===== src/rtl/memory_arbiter_if.sv =====
// RAM state encoding and the core/RAM bus bundle seen by memory_arbiter.
// master = arbiter side, slave = cores plus RAM.
package cpu_types_pkg;
    typedef enum logic [1:0] {FREE = 2'd0, BUSY = 2'd1, ACCESS = 2'd2, ERROR = 2'd3} ramstate_t;
endpackage

interface memory_arbiter_if #(parameter int CPUS = 2);
    import cpu_types_pkg::*;
    logic [CPUS-1:0]        iREN, dREN, dWEN;
    logic [CPUS-1:0][31:0]  iaddr, daddr, dstore;
    logic [CPUS-1:0]        iwait, dwait;
    logic [CPUS-1:0][31:0]  iload, dload;
    logic                   ramREN, ramWEN;
    logic [31:0]            ramaddr, ramstore, ramload;
    ramstate_t              ramstate;

    modport master (
        input  iREN, dREN, dWEN, iaddr, daddr, dstore, ramload, ramstate,
        output iwait, dwait, iload, dload, ramREN, ramWEN, ramaddr, ramstore
    );
    modport slave (
        output iREN, dREN, dWEN, iaddr, daddr, dstore, ramload, ramstate,
        input  iwait, dwait, iload, dload, ramREN, ramWEN, ramaddr, ramstore
    );
endinterface


===== src/rtl/memory_arbiter.sv =====
// Two-core round-robin arbiter for a single shared RAM (ARB/GRANT FSM).
// Define ARB_TIMEOUT_EN to abandon a grant after TMO cycles without ACCESS.
module memory_arbiter
    import cpu_types_pkg::*;
#(
    parameter int CPUS = 2,
    parameter int TMO  = 255
) (
    input  logic                CLK,
    input  logic                nRST,
    memory_arbiter_if.master    bus
`ifdef ARB_TIMEOUT_EN
    ,
    output logic                tmo_err
`endif
);

    if (CPUS != 2) begin : g_cpus_chk
        $error("memory_arbiter supports CPUS=2 only");
    end
    if (TMO < 1) begin : g_tmo_chk
        $error("memory_arbiter needs TMO >= 1");
    end

    typedef enum logic {ARB = 1'b0, GRANT = 1'b1} state_t;

    state_t state_q, state_d;
    logic   gcore_q, gcore_d;   // granted core
    logic   gsrc_q,  gsrc_d;    // 1 = data source, 0 = instruction source
    logic   last_q,  last_d;    // core served last

    logic [1:0] req;
    logic       win;
    logic       greq;
    logic       wen;

`ifdef ARB_TIMEOUT_EN
    localparam int CNT_W = $clog2(TMO + 1);
    logic [CNT_W-1:0] cnt_q, cnt_d;
    logic             tmo_q, tmo_d;
    assign tmo_err = tmo_q;
`endif

    assign bus.iload = {CPUS{bus.ramload}};
    assign bus.dload = {CPUS{bus.ramload}};

    always_ff @(posedge CLK or negedge nRST) begin
        if (!nRST) begin
            state_q <= ARB;
            gcore_q <= 1'b0;
            gsrc_q  <= 1'b0;
            last_q  <= 1'b1;
`ifdef ARB_TIMEOUT_EN
            cnt_q   <= '0;
            tmo_q   <= 1'b0;
`endif
        end else begin
            state_q <= state_d;
            gcore_q <= gcore_d;
            gsrc_q  <= gsrc_d;
            last_q  <= last_d;
`ifdef ARB_TIMEOUT_EN
            cnt_q   <= cnt_d;
            tmo_q   <= tmo_d;
`endif
        end
    end

    always_comb begin
        state_d      = state_q;
        gcore_d      = gcore_q;
        gsrc_d       = gsrc_q;
        last_d       = last_q;
        bus.ramREN   = 1'b0;
        bus.ramWEN   = 1'b0;
        bus.ramaddr  = '0;
        bus.ramstore = '0;
        bus.iwait    = '1;
        bus.dwait    = '1;
        req          = bus.iREN | bus.dREN | bus.dWEN;
        win          = 1'b0;
        greq         = gsrc_q ? (bus.dREN[gcore_q] | bus.dWEN[gcore_q]) : bus.iREN[gcore_q];
        wen          = 1'b0;
`ifdef ARB_TIMEOUT_EN
        cnt_d        = cnt_q;
        tmo_d        = 1'b0;
`endif
        unique case (state_q)
            ARB: begin
                if (|req) begin
                    // Tie goes to the core that was not served last.
                    win     = (req[0] & req[1]) ? ~last_q : req[1];
                    gcore_d = win;
                    gsrc_d  = bus.dREN[win] | bus.dWEN[win];
                    state_d = GRANT;
`ifdef ARB_TIMEOUT_EN
                    cnt_d   = '0;
`endif
                end
            end
            GRANT: begin
                wen          = greq & gsrc_q & bus.dWEN[gcore_q];
                bus.ramWEN   = wen;
                bus.ramREN   = greq & ~wen;
                bus.ramaddr  = gsrc_q ? bus.daddr[gcore_q] : bus.iaddr[gcore_q];
                bus.ramstore = bus.dstore[gcore_q];
                // A withdrawn request aborts silently; round-robin order is kept.
                if (!greq) begin
                    state_d = ARB;
                end else if (bus.ramstate == ACCESS) begin
                    if (gsrc_q) bus.dwait[gcore_q] = 1'b0;
                    else        bus.iwait[gcore_q] = 1'b0;
                    last_d  = gcore_q;
                    state_d = ARB;
                end
`ifdef ARB_TIMEOUT_EN
                else if (cnt_q == CNT_W'(TMO - 1)) begin
                    tmo_d   = 1'b1;
                    last_d  = gcore_q;
                    state_d = ARB;
                end else begin
                    cnt_d   = cnt_q + 1'b1;
                end
`endif
            end
            default: state_d = ARB;
        endcase
    end

endmodule


===== src/flat_wrapper.sv =====
// flat-port wrapper written by rule: the top's interface ports become plain ports
module memory_arbiter_flat import cpu_types_pkg::*;
#(
    parameter int CPUS = 2,
    parameter int TMO  = 255
)
  (CLK, nRST, bus_iREN, bus_dREN, bus_dWEN, bus_iaddr, bus_daddr, bus_dstore, bus_ramload, bus_ramstate, bus_iwait, bus_dwait, bus_iload, bus_dload, bus_ramREN, bus_ramWEN, bus_ramaddr, bus_ramstore);
  memory_arbiter_if #(.CPUS(CPUS)) bus_i ();
  input  logic CLK;
  input  logic nRST;
  input wire logic [$bits(bus_i.iREN)-1:0] bus_iREN;
  input wire logic [$bits(bus_i.dREN)-1:0] bus_dREN;
  input wire logic [$bits(bus_i.dWEN)-1:0] bus_dWEN;
  input wire logic [$bits(bus_i.iaddr)-1:0] bus_iaddr;
  input wire logic [$bits(bus_i.daddr)-1:0] bus_daddr;
  input wire logic [$bits(bus_i.dstore)-1:0] bus_dstore;
  input wire logic [$bits(bus_i.ramload)-1:0] bus_ramload;
  input wire logic [$bits(bus_i.ramstate)-1:0] bus_ramstate;
  output wire logic [$bits(bus_i.iwait)-1:0] bus_iwait;
  output wire logic [$bits(bus_i.dwait)-1:0] bus_dwait;
  output wire logic [$bits(bus_i.iload)-1:0] bus_iload;
  output wire logic [$bits(bus_i.dload)-1:0] bus_dload;
  output wire logic [$bits(bus_i.ramREN)-1:0] bus_ramREN;
  output wire logic [$bits(bus_i.ramWEN)-1:0] bus_ramWEN;
  output wire logic [$bits(bus_i.ramaddr)-1:0] bus_ramaddr;
  output wire logic [$bits(bus_i.ramstore)-1:0] bus_ramstore;
  assign bus_i.iREN = bus_iREN;
  assign bus_i.dREN = bus_dREN;
  assign bus_i.dWEN = bus_dWEN;
  assign bus_i.iaddr = bus_iaddr;
  assign bus_i.daddr = bus_daddr;
  assign bus_i.dstore = bus_dstore;
  assign bus_i.ramload = bus_ramload;
  assign bus_i.ramstate = bus_ramstate;
  assign bus_iwait = bus_i.iwait;
  assign bus_dwait = bus_i.dwait;
  assign bus_iload = bus_i.iload;
  assign bus_dload = bus_i.dload;
  assign bus_ramREN = bus_i.ramREN;
  assign bus_ramWEN = bus_i.ramWEN;
  assign bus_ramaddr = bus_i.ramaddr;
  assign bus_ramstore = bus_i.ramstore;
  memory_arbiter #(.CPUS(CPUS), .TMO(TMO)) u_core (.CLK(CLK), .nRST(nRST), .bus(bus_i));
endmodule

===== config.mk =====
export PLATFORM = sky130hd
export DESIGN_NAME = memory_arbiter_flat
export DESIGN_NICKNAME = d
export VERILOG_FILES = /design/src/rtl/memory_arbiter_if.sv /design/src/rtl/memory_arbiter.sv /design/src/flat_wrapper.sv
export SDC_FILE = /design/constraint.sdc
export NUM_CORES = 1
export LEC_CHECK = 0
export CAP_MARGIN = 20
export CORE_AREA = 2 2 169 171
export CTS_CLUSTER_SIZE = 40
export DETAILED_ROUTE_END_ITERATION = 8
export DIE_AREA = 0 0 171 173
export DONT_BUFFER_PORTS = 1
export SYNTH_ARGS = -nofsm -noshare
export SYNTH_HDL_FRONTEND = slang
export SYNTH_SLANG_ARGS = --single-unit
export TNS_END_PERCENT = 100

===== constraint.sdc =====
create_clock -name CLK -period 1.97 [get_ports CLK]
set_clock_uncertainty 0.1 [all_clocks]
set_input_delay 0.394 -clock CLK [delete_from_list [all_inputs] [get_ports CLK]]
set_output_delay 0.394 -clock CLK [all_outputs]
set_load 0.05 [all_outputs]

==> results.toml, run 1 <==
[global_route]
grt_max_degree = 37
overflow = 0
grt_use_total = 0.0645
grt_antenna_before_repair = 3
grt_pass1_vias = 2261
grt_pass1_wl_microns = 13500

[route]
ant_nets = 0
wirelength_microns = 10600
vias_per_cell = 3.12
drc_errors = 0
vias = 1924
avgRoutedWirePerCell_microns = 17.2
first_pass_iters = 4
drt_first_iter_violations = 55

[placement]
place_hpwl_microns = 9040
post_dp_cell_area_sq_mm = 0.00338
place.gp.congestion = 0.730
io_buffers = 0

[floorplan]
core-area_sq_mm = 0.0276
dieHeight_microns = 173
fp-row-count = 61
start_util = 0.103
die_w_microns = 171
ios = 432
die_area_sq_mm = 0.0296

[critical_path]
cp-start-kind = "flop"
criticalPathCategory = "flop to output port"
cp.arrival_ns = 1.69
path_cells = "buf_12 -> mux4_2 -> and2_4 -> buf_12"
critPathRequiredTime_ns = 1.48
worst_setup_path_end_kind = "output port"
slowest_delay_ns = 0.52
crit_fanout = 12
cpMostUsedCell = "buf_12"
r2r_start = "u_core.gcore_q"
crit_start = "u_core.gcore_q"
cp_slowest_cell = "mux4_2"

[clock_network]
htreeDepth = 1
cts_buffers = 3
clock-root-buffer = "clkbuf_16"
cts_tree = "yes"
cts.path.max_buffers = 2
clock-sinks = 4
path_clk_slew_ns = 0.03
clk_latency_ns = 0.22

[timing]
fin_crit_ns = 2.19
hold_ws_ns = 0.314
rsz0062_at_grt = "true"
worstMarginPinSlew_ns = 0.329
relSlewSlack = 0.779
hold_viol_final = 0
layout_worst_path_cycle_share = 1.11
worst_slack_ns = -0.216
max_freq_mhz = 458
finalMaxSlewViolations = 0
setup_violations = 70

[final_layout]
final_util = 0.136
drive_gt1_frac = 0.771
nets = 471
multi_input_area_sq_mm = 0.00185
area_growth_pct = 32.4
regArea_sq_um = 108
stdcell_area_sq_mm = 0.00376
fill_cells = 3110

[run_status]
outcome = "finished, violations left"
violations = "negative setup slack"

[synthesis]
synth.net_count = 545
ys_ff_latch = 4
syn_avg_cell_area_sq_um = 9.14
yosysWarningCount = 0
yosysMostFrequentCell = "buf_4"
synth_ff_type = "dfrtp_1"
synth-edff-count = 0
syn-cell-area_sq_mm = 0.00284
netlist.area_leader.share = 0.349
yosys-top-cells-count = "132 x buf_4, 34 x mux2i_1, 33 x mux4_2"
synth_async_sr_flop_share = 1.00
yosys.area.top_type = "buf_4"
syn_inst = 311
synth_seq_area_share = 0.0357
synth_top_cells_by_area = "buf_4 35%, mux4_2 26%, mux2i_1 12%, and2_1 7.0%, nor2b_1 7.0%"
ys_types = 31

[flow_run]
drv_cap = 0

[worst_hold_path]
min_path_type = "input port to flop"
min_from = "bus_ramstate[1]"

[power]
powerDensity_mw_per_mm2 = 2250
total_power_mw = 8.47
p_leak_nw = 1.41
ir_drop_mv = 0.652
## final timing paths
path / end / slack (ns) / depth (start not counted)
min in group asynchronous: u_core.state_q / 0.40 / 1
setup reg to reg: u_core.state_q / 0.13 / 6
max in group asynchronous: u_core.last_q / 1.08 / 1
hold reg to reg: u_core.last_q / 0.42 / 2
hold / removal: u_core.state_q / 0.31 / 2
setup / recovery: bus_ramaddr[9] / -0.22 / 4
## metal layers
metal,vias to the layer above,share of wire,track usage
li1,803,-,-
met1,868,0.27,0.0488
met2,232,0.57,0.135
met3,21,0.13,0.0231
met4,0,0.036,0.0339
met5,-,0,0
## placed cells by master (no fill, tap or decap), types with 2 or more instances in the layout
cell / netlist / final
mux2i_2: 0 / 3
buf_16: 0 / 2
buf_6: 3 / 5
dfrtp_2: 0 / 2
diode_2: 0 / 3
nand4_1: 2 / 2
mux4_2: 33 / 33
nor2_1: 3 / 2
buf_4: 132 / 9
inv_1: 3 / 3
and2_4: 0 / 32
clkbuf_16: 0 / 4
mux2i_1: 34 / 31
nor3_1: 2 / 2
nand3_2: 0 / 2
buf_12: 0 / 51
nor2b_2: 0 / 32
## cell families (layout without fill, tap and decap cells)
logic type / after synthesis / in the layout / share of synthesized area
AO/OA/AOI/OAI: 8 / 8 / 0.0238
buffers and inverters: 151 / 76 / 0.384
flip-flops: 4 / 4 / 0.0357
multiplexers: 67 / 67 / 0.381
other: 0 / 3 / 0
AND/OR/NAND/NOR: 81 / 81 / 0.176
## flip-flops by register name (all words and copies together), names as in the netlist
register,count
u_core.last_q,1
u_core.gcore_q,1
u_core.state_q,1
u_core.gsrc_q,1
## report_power, final
group	internal [mW]	leakage [nW]	switching, mW
combinational	3.71	1.33	4.23
sequential	0.142	0.0408	0.0660
clock	0.267	0.0382	0.0584
## per-stage QoR
step / setup TNS, ns / std cells / worst slack, ns
floorplan: -0.0314 / 311 / -0.0314
CTS: -12.53 / 613 / -0.248
global placement: -1.10 / 600 / -0.0622
detailed placement: -1.34 / 600 / -0.0850
finish: -11.47 / 617 / -0.216
global route: -14.89 / 616 / -0.261
## final cells by class
class                           instances  area share
Sequential cell                         4      0.0286
Multi-Input combinational cell        156       0.492
Inverter                                3     0.00299
Tap cell                              378       0.126
Antenna cell                            3     0.00199
Clock buffer                            4      0.0209
Timing Repair Buffer                   69       0.328
## critical path, delay by kind of cell, from the launching register on
kind,cells,cell delay (ns)
buffers and inverters,2,0.31
flip-flops,1,0.43
multiplexers,1,0.52
AND/OR/NAND/NOR,1,0.18
## repair_timing
| action | in CTS | in global routing |
|---|---|---|
| hold buffers | 1 | 0 |
| cloned | 2 | 1 |
| endpoints found under the hold margin | 4 | 0 |
| pin swaps | 1 | 1 |
| setup endpoints to repair | 63 | 70 |
| resized for setup | 73 | 6 |
| setup buffers | 6 | 1 |
(Power assumes the default switching activity.)
==> run 2, diff against run 1 <==
clock period = 2.35 ns   (was 1.97 ns; I/O delays follow)
==> run 2 against run 1 <==
Critical path depth stayed put; combinational power fell by 20%; the flow still finishes with violations (negative setup slack); sequential share of layout area increased by 0.32 points; largest power group unchanged; final area shrank 10%; clock-buffer cell count is the same; cell count grew 0.49%; die area unchanged.
==> results.toml, run 2 (synthesized netlist as in run 1, its figures left out) <==
[run_status]
outcome = "finished, violations left"
violations = "negative setup slack"

[global_route]
overflow = 0
grt_max_degree = 33
grt_pass1_wl_microns = 15800
grt_use_total = 0.0765
grt_antenna_before_repair = 8
grt_pass1_vias = 2305

[critical_path]
criticalPathCategory = "flop to output port"
r2r_start = "u_core.gcore_q"
cp.arrival_ns = 1.81
worst_setup_path_end_kind = "output port"
crit_fanout = 12
cp-start-kind = "flop"
crit_start = "u_core.gcore_q"
critPathRequiredTime_ns = 1.78
r2r_slack_ns = 0.80

[power]
ir_drop_mv = 0.410
p_leak_nw = 1.30
powerDensity_mw_per_mm2 = 2030

[placement]
place_hpwl_microns = 10500
dpl.cell_count = 605
place.gp.congestion = 0.744
pre_cts_slack_ns = 0.120
io_buffers = 0

[timing]
hold_ws_ns = 0.398
worstMarginPinSlew_ns = 0.508
hold_viol_final = 0
max_freq_mhz = 420
layout_worst_path_cycle_share = 1.01
relSlewSlack = 0.662
setup_violations = 10
worst_slack_ns = -0.0315
rsz0062_at_grt = "true"
finalMaxSlewViolations = 0
fin_crit_ns = 2.38

[route]
drt_first_iter_violations = 53
vias = 2016
ant_nets = 0
vias_per_cell = 3.25
drc_errors = 0
wirelength_microns = 12900
avgRoutedWirePerCell_microns = 20.8
first_pass_iters = 4

[floorplan]
fp-row-count = 61
ios = 432
dieHeight_microns = 173
start_util = 0.103
core-area_sq_mm = 0.0276
die_area_sq_mm = 0.0296
die_w_microns = 171

[clock_network]
htreeDepth = 1
clock-sinks = 4
cts.path.max_buffers = 2
path_clk_slew_ns = 0.03
clk_latency_ns = 0.22
clock-root-buffer = "clkbuf_16"
cts_buffers = 3
cts_tree = "yes"

[final_layout]
instances_no_fill = 620
layout_commonest_cell = "buf_4"
nets = 473
drive_gt1_frac = 0.613
area_growth_pct = 19.2
layout_common_cells = "35 x buf_4, 34 x mux2i_1, 33 x mux4_2"

[worst_hold_path]
min_from = "bus_ramstate[1]"
min_path_type = "input port to flop"

[flow_run]
drv_cap = 0
run 2: cell types whose count changed in the layout (fill, tap and decap cells not counted), sizes merged:
cell / before / now
clkbuf: 5 / 4
buf: 67 / 69
diode: 3 / 4
bufbuf: 0 / 1
run 2: power by group:
part           leakage [nW]  switching (mW)  internal (mW)  total [mW]
logic                  1.22            3.55           2.78        6.32
registers            0.0408           0.154          0.118       0.273
clock network        0.0382          0.0468          0.224       0.271
run 2: stage by stage:
stage / TNS [ns] / util / area, sq um / power (mW)
3_3_place_gp: 0 / 0.110 / 3050 / 5.97
6_report: -0.187 / 0.123 / 3390 / 6.87
2_1_floorplan: 0 / - / 2850 / 4.62
5_1_grt: -1.03 / 0.122 / 3380 / 7.18
3_5_place_dp: 0 / 0.110 / 3050 / 5.99
4_1_cts: -0.688 / 0.122 / 3370 / 6.98
run 2: final timing paths:
check                                 end  cells past startpoint
max reg2reg                u_core.state_q                      3
min                        u_core.state_q                      2
max in group asynchronous   u_core.last_q                      1
max                        bus_ramaddr[5]                      4
min reg2reg                 u_core.last_q                      2
min in group asynchronous  u_core.gcore_q                      1
run 2: area by class of cell:
cell class / instances / area [sq um]
well taps: 378 / 473
multi-input cells: 156 / 1740
inverters: 3 / 11.3
flip-flops and latches: 4 / 108
repair buffers: 71 / 972
fillers: 3177 / 24200
clock buffers: 4 / 78.8
diodes: 4 / 10.0
run 2: worst max-delay path: stages (launching register included):
cell and delay [ns]:
dfrtp_4 0.53, buf_16 0.20, mux4_2 0.52, and2_4 0.18, buf_12 0.14
run 2: repair_timing:
item                                    4_1_cts  5_1_grt
pin swaps                                    12        2
cloned                                        4        0
endpoints found under the setup margin       28       31
hold endpoints to repair                      4        0
resized for setup                            46        7
hold buffers                                  1        0
setup buffers                                 2        0
run 2: per-layer routing:
layer / wire length, microns / track usage / vias to the layer above
met2: 7140 / 0.161 / 226
met1: 3690 / 0.0628 / 926
met3: 1600 / 0.0263 / 50
li1: - / - / 806
met5: 63 / 0 / -
met4: 410 / 0.0275 / 8
==> run 3, diff against run 2 <==
SETUP_SLACK_MARGIN = 0.4   (was unset)
==> run 3 against run 2 <==
The run still ends with negative setup slack left; wire length grew 1.8%; core utilization rose by 2.4 points; clock-buffer cell count stayed put; sequential power fell by 33%; critical path depth up 1; first-iteration DRC count fell by 21%; non-clock buffer count down 8; global-route usage increased by 0.55 points; fmax grew 0.59%; combinational power grew 16%; critical path type unchanged.
==> results.toml, run 3 (synthesized netlist as in run 1, its figures left out) <==
[clock_network]
path_clk_slew_ns = 0.03
cts_tree = "yes"
htreeDepth = 1
cts.path.max_buffers = 2
clock-root-buffer = "clkbuf_16"
clk_latency_ns = 0.22
clock-sinks = 4
cts_buffers = 3

[timing]
hold_viol_final = 0
finalMaxSlewViolations = 0
hold_ws_ns = 0.401
rsz0062_at_grt = "true"
max_freq_mhz = 422
fin_crit_ns = 2.37
layout_worst_path_cycle_share = 1.01
relSlewSlack = 0.755
worstMarginPinSlew_ns = 0.364
setup_violations = 7
worst_slack_ns = -0.0175

[critical_path]
cp.depth = 5
reg2reg_depth = 6
worstSetupEndpoint = "bus_ramaddr[9]"
r2r-end = "u_core.state_q"
cpMostUsedCell = "buf_12"
r2r_slack_ns = 0.53
critPathRequiredTime_ns = 1.78
cp.buffers_inverters = 3
crit_fanout = 8
path_cells = "buf_12 -> buf_12 -> buf_16 -> mux4_2 -> and2_4"
slowest_delay_ns = 0.49
r2r_start = "u_core.gcore_q"
cp.arrival_ns = 1.80
criticalPathCategory = "flop to output port"
cp-start-kind = "flop"
worst_setup_path_end_kind = "output port"
cp_slowest_cell = "dfrtp_4"
cp_top_family = "flip-flops"
crit_start = "u_core.gcore_q"

[placement]
io_buffers = 0
dpl.cell_count = 578
place.gp.congestion = 0.869
place_hpwl_microns = 10300

[route]
first_pass_iters = 6
drt_first_iter_violations = 42
drc_errors = 0
ant_nets = 0
vias_per_cell = 3.27
vias = 1997
wirelength_microns = 13100
avgRoutedWirePerCell_microns = 21.5

[floorplan]
die_w_microns = 171
die_area_sq_mm = 0.0296
ios = 432
fp-row-count = 61
dieHeight_microns = 173
start_util = 0.103
core-area_sq_mm = 0.0276

[run_status]
violations = "negative setup slack"
outcome = "finished, violations left"

[power]
powerDensity_mw_per_mm2 = 1910
sw_frac_of_total = 0.510
p_leak_nw = 1.47
switchingPower_mw = 3.96
p_seq_frac = 0.024
power.internal_mw = 3.80
clockPowerShare = 0.035
ir_drop_mv = 0.738
combPwrFrac = 0.941

[global_route]
grt_pass1_vias = 2389
grt_pass1_wl_microns = 16900
grt_use_total = 0.0820
grt_antenna_before_repair = 8
overflow = 0
grt_max_degree = 50

[final_layout]
final_util = 0.147
nets = 465
layout_commonest_cell = "buf_12"
layout_common_cells = "38 x buf_12, 33 x mux4_2, 32 x and2_4"
regArea_sq_um = 108
fill_cells = 3101
multi_input_area_sq_mm = 0.00217
area_growth_pct = 42.9
drive_gt1_frac = 0.865
instances_no_fill = 611

[worst_hold_path]
min_path_type = "input port to flop"

[flow_run]
drv_cap = 0
run 3: cell types whose count changed in the layout (fill, tap and decap cells not counted), sizes merged:
| cell | delta |
|---|---|
| buf | -7 |
| bufbuf | -1 |
| diode | -1 |
run 3: stage by stage:
stage	setup TNS [ns]	setup slack, ns	area, sq um	total power [mW]
3_3_place_gp	0	0.167	3180	6.06
5_1_grt	-0.907	-0.0672	4060	8.10
2_1_floorplan	0	0.273	3100	5.17
6_report	-0.0472	-0.0175	4060	7.76
3_5_place_dp	0	0.161	3180	6.08
4_1_cts	-0.244	-0.0369	4020	7.82
run 3: layout make-up:
cell class,count,share of cell area
repair buffers,63,0.298
inverters,3,0.00277
multi-input cells,156,0.535
flip-flops and latches,4,0.0265
diodes,3,0.00185
well taps,378,0.116
clock buffers,4,0.0194
run 3: what timing repair did:
item / in CTS / in global routing
hold endpoints to repair: 4 / 0
gates cloned: 9 / 0
setup buffers: 14 / 2
pin swaps: 4 / 3
hold buffers: 1 / 0
resized for setup: 75 / 6
endpoints found under the setup margin: 68 / 70
run 3: metal layers:
| layer | track usage | vias to the layer above | wire length, microns |
|---|---|---|---|
| met5 | 0 | - | 67 |
| met4 | 0.0480 | 8 | 782 |
| met3 | 0.0334 | 66 | 1760 |
| met2 | 0.154 | 252 | 6730 |
| met1 | 0.0718 | 878 | 3800 |
| li1 | - | 793 | - |
run 3: worst reg2reg max path: stages, from the launching register on:
cell	delay [ns]
dfrtp_4	0.49
buf_12	0.16
buf_16	0.14
mux4_2	0.31
buf_4	0.15
buf_4	0.13
a31o_1	0.22
run 3: how the worst min path moves through the flow:
stage / cells past startpoint / from / to / slack [ns]
finish: 2 / bus_ramstate[1] / u_core.state_q / 0.40
detailed placement: 0 / nRST / u_core.state_q / 0.07
CTS: 2 / bus_ramstate[1] / u_core.state_q / 0.39
global placement: 0 / nRST / u_core.gsrc_q / 0.07
global route: 2 / bus_ramstate[1] / u_core.state_q / 0.42
floorplan: 0 / nRST / u_core.gcore_q / 0.07
run 3: power groups by stage:
stage	registers, mW	clock network (mW)	logic, mW
2_1_floorplan	0.121	0	5.05
3_3_place_gp	0.178	0	5.88
3_5_place_dp	0.178	0	5.90
4_1_cts	0.180	0.278	7.36
5_1_grt	0.189	0.287	7.63
6_report	0.183	0.273	7.30
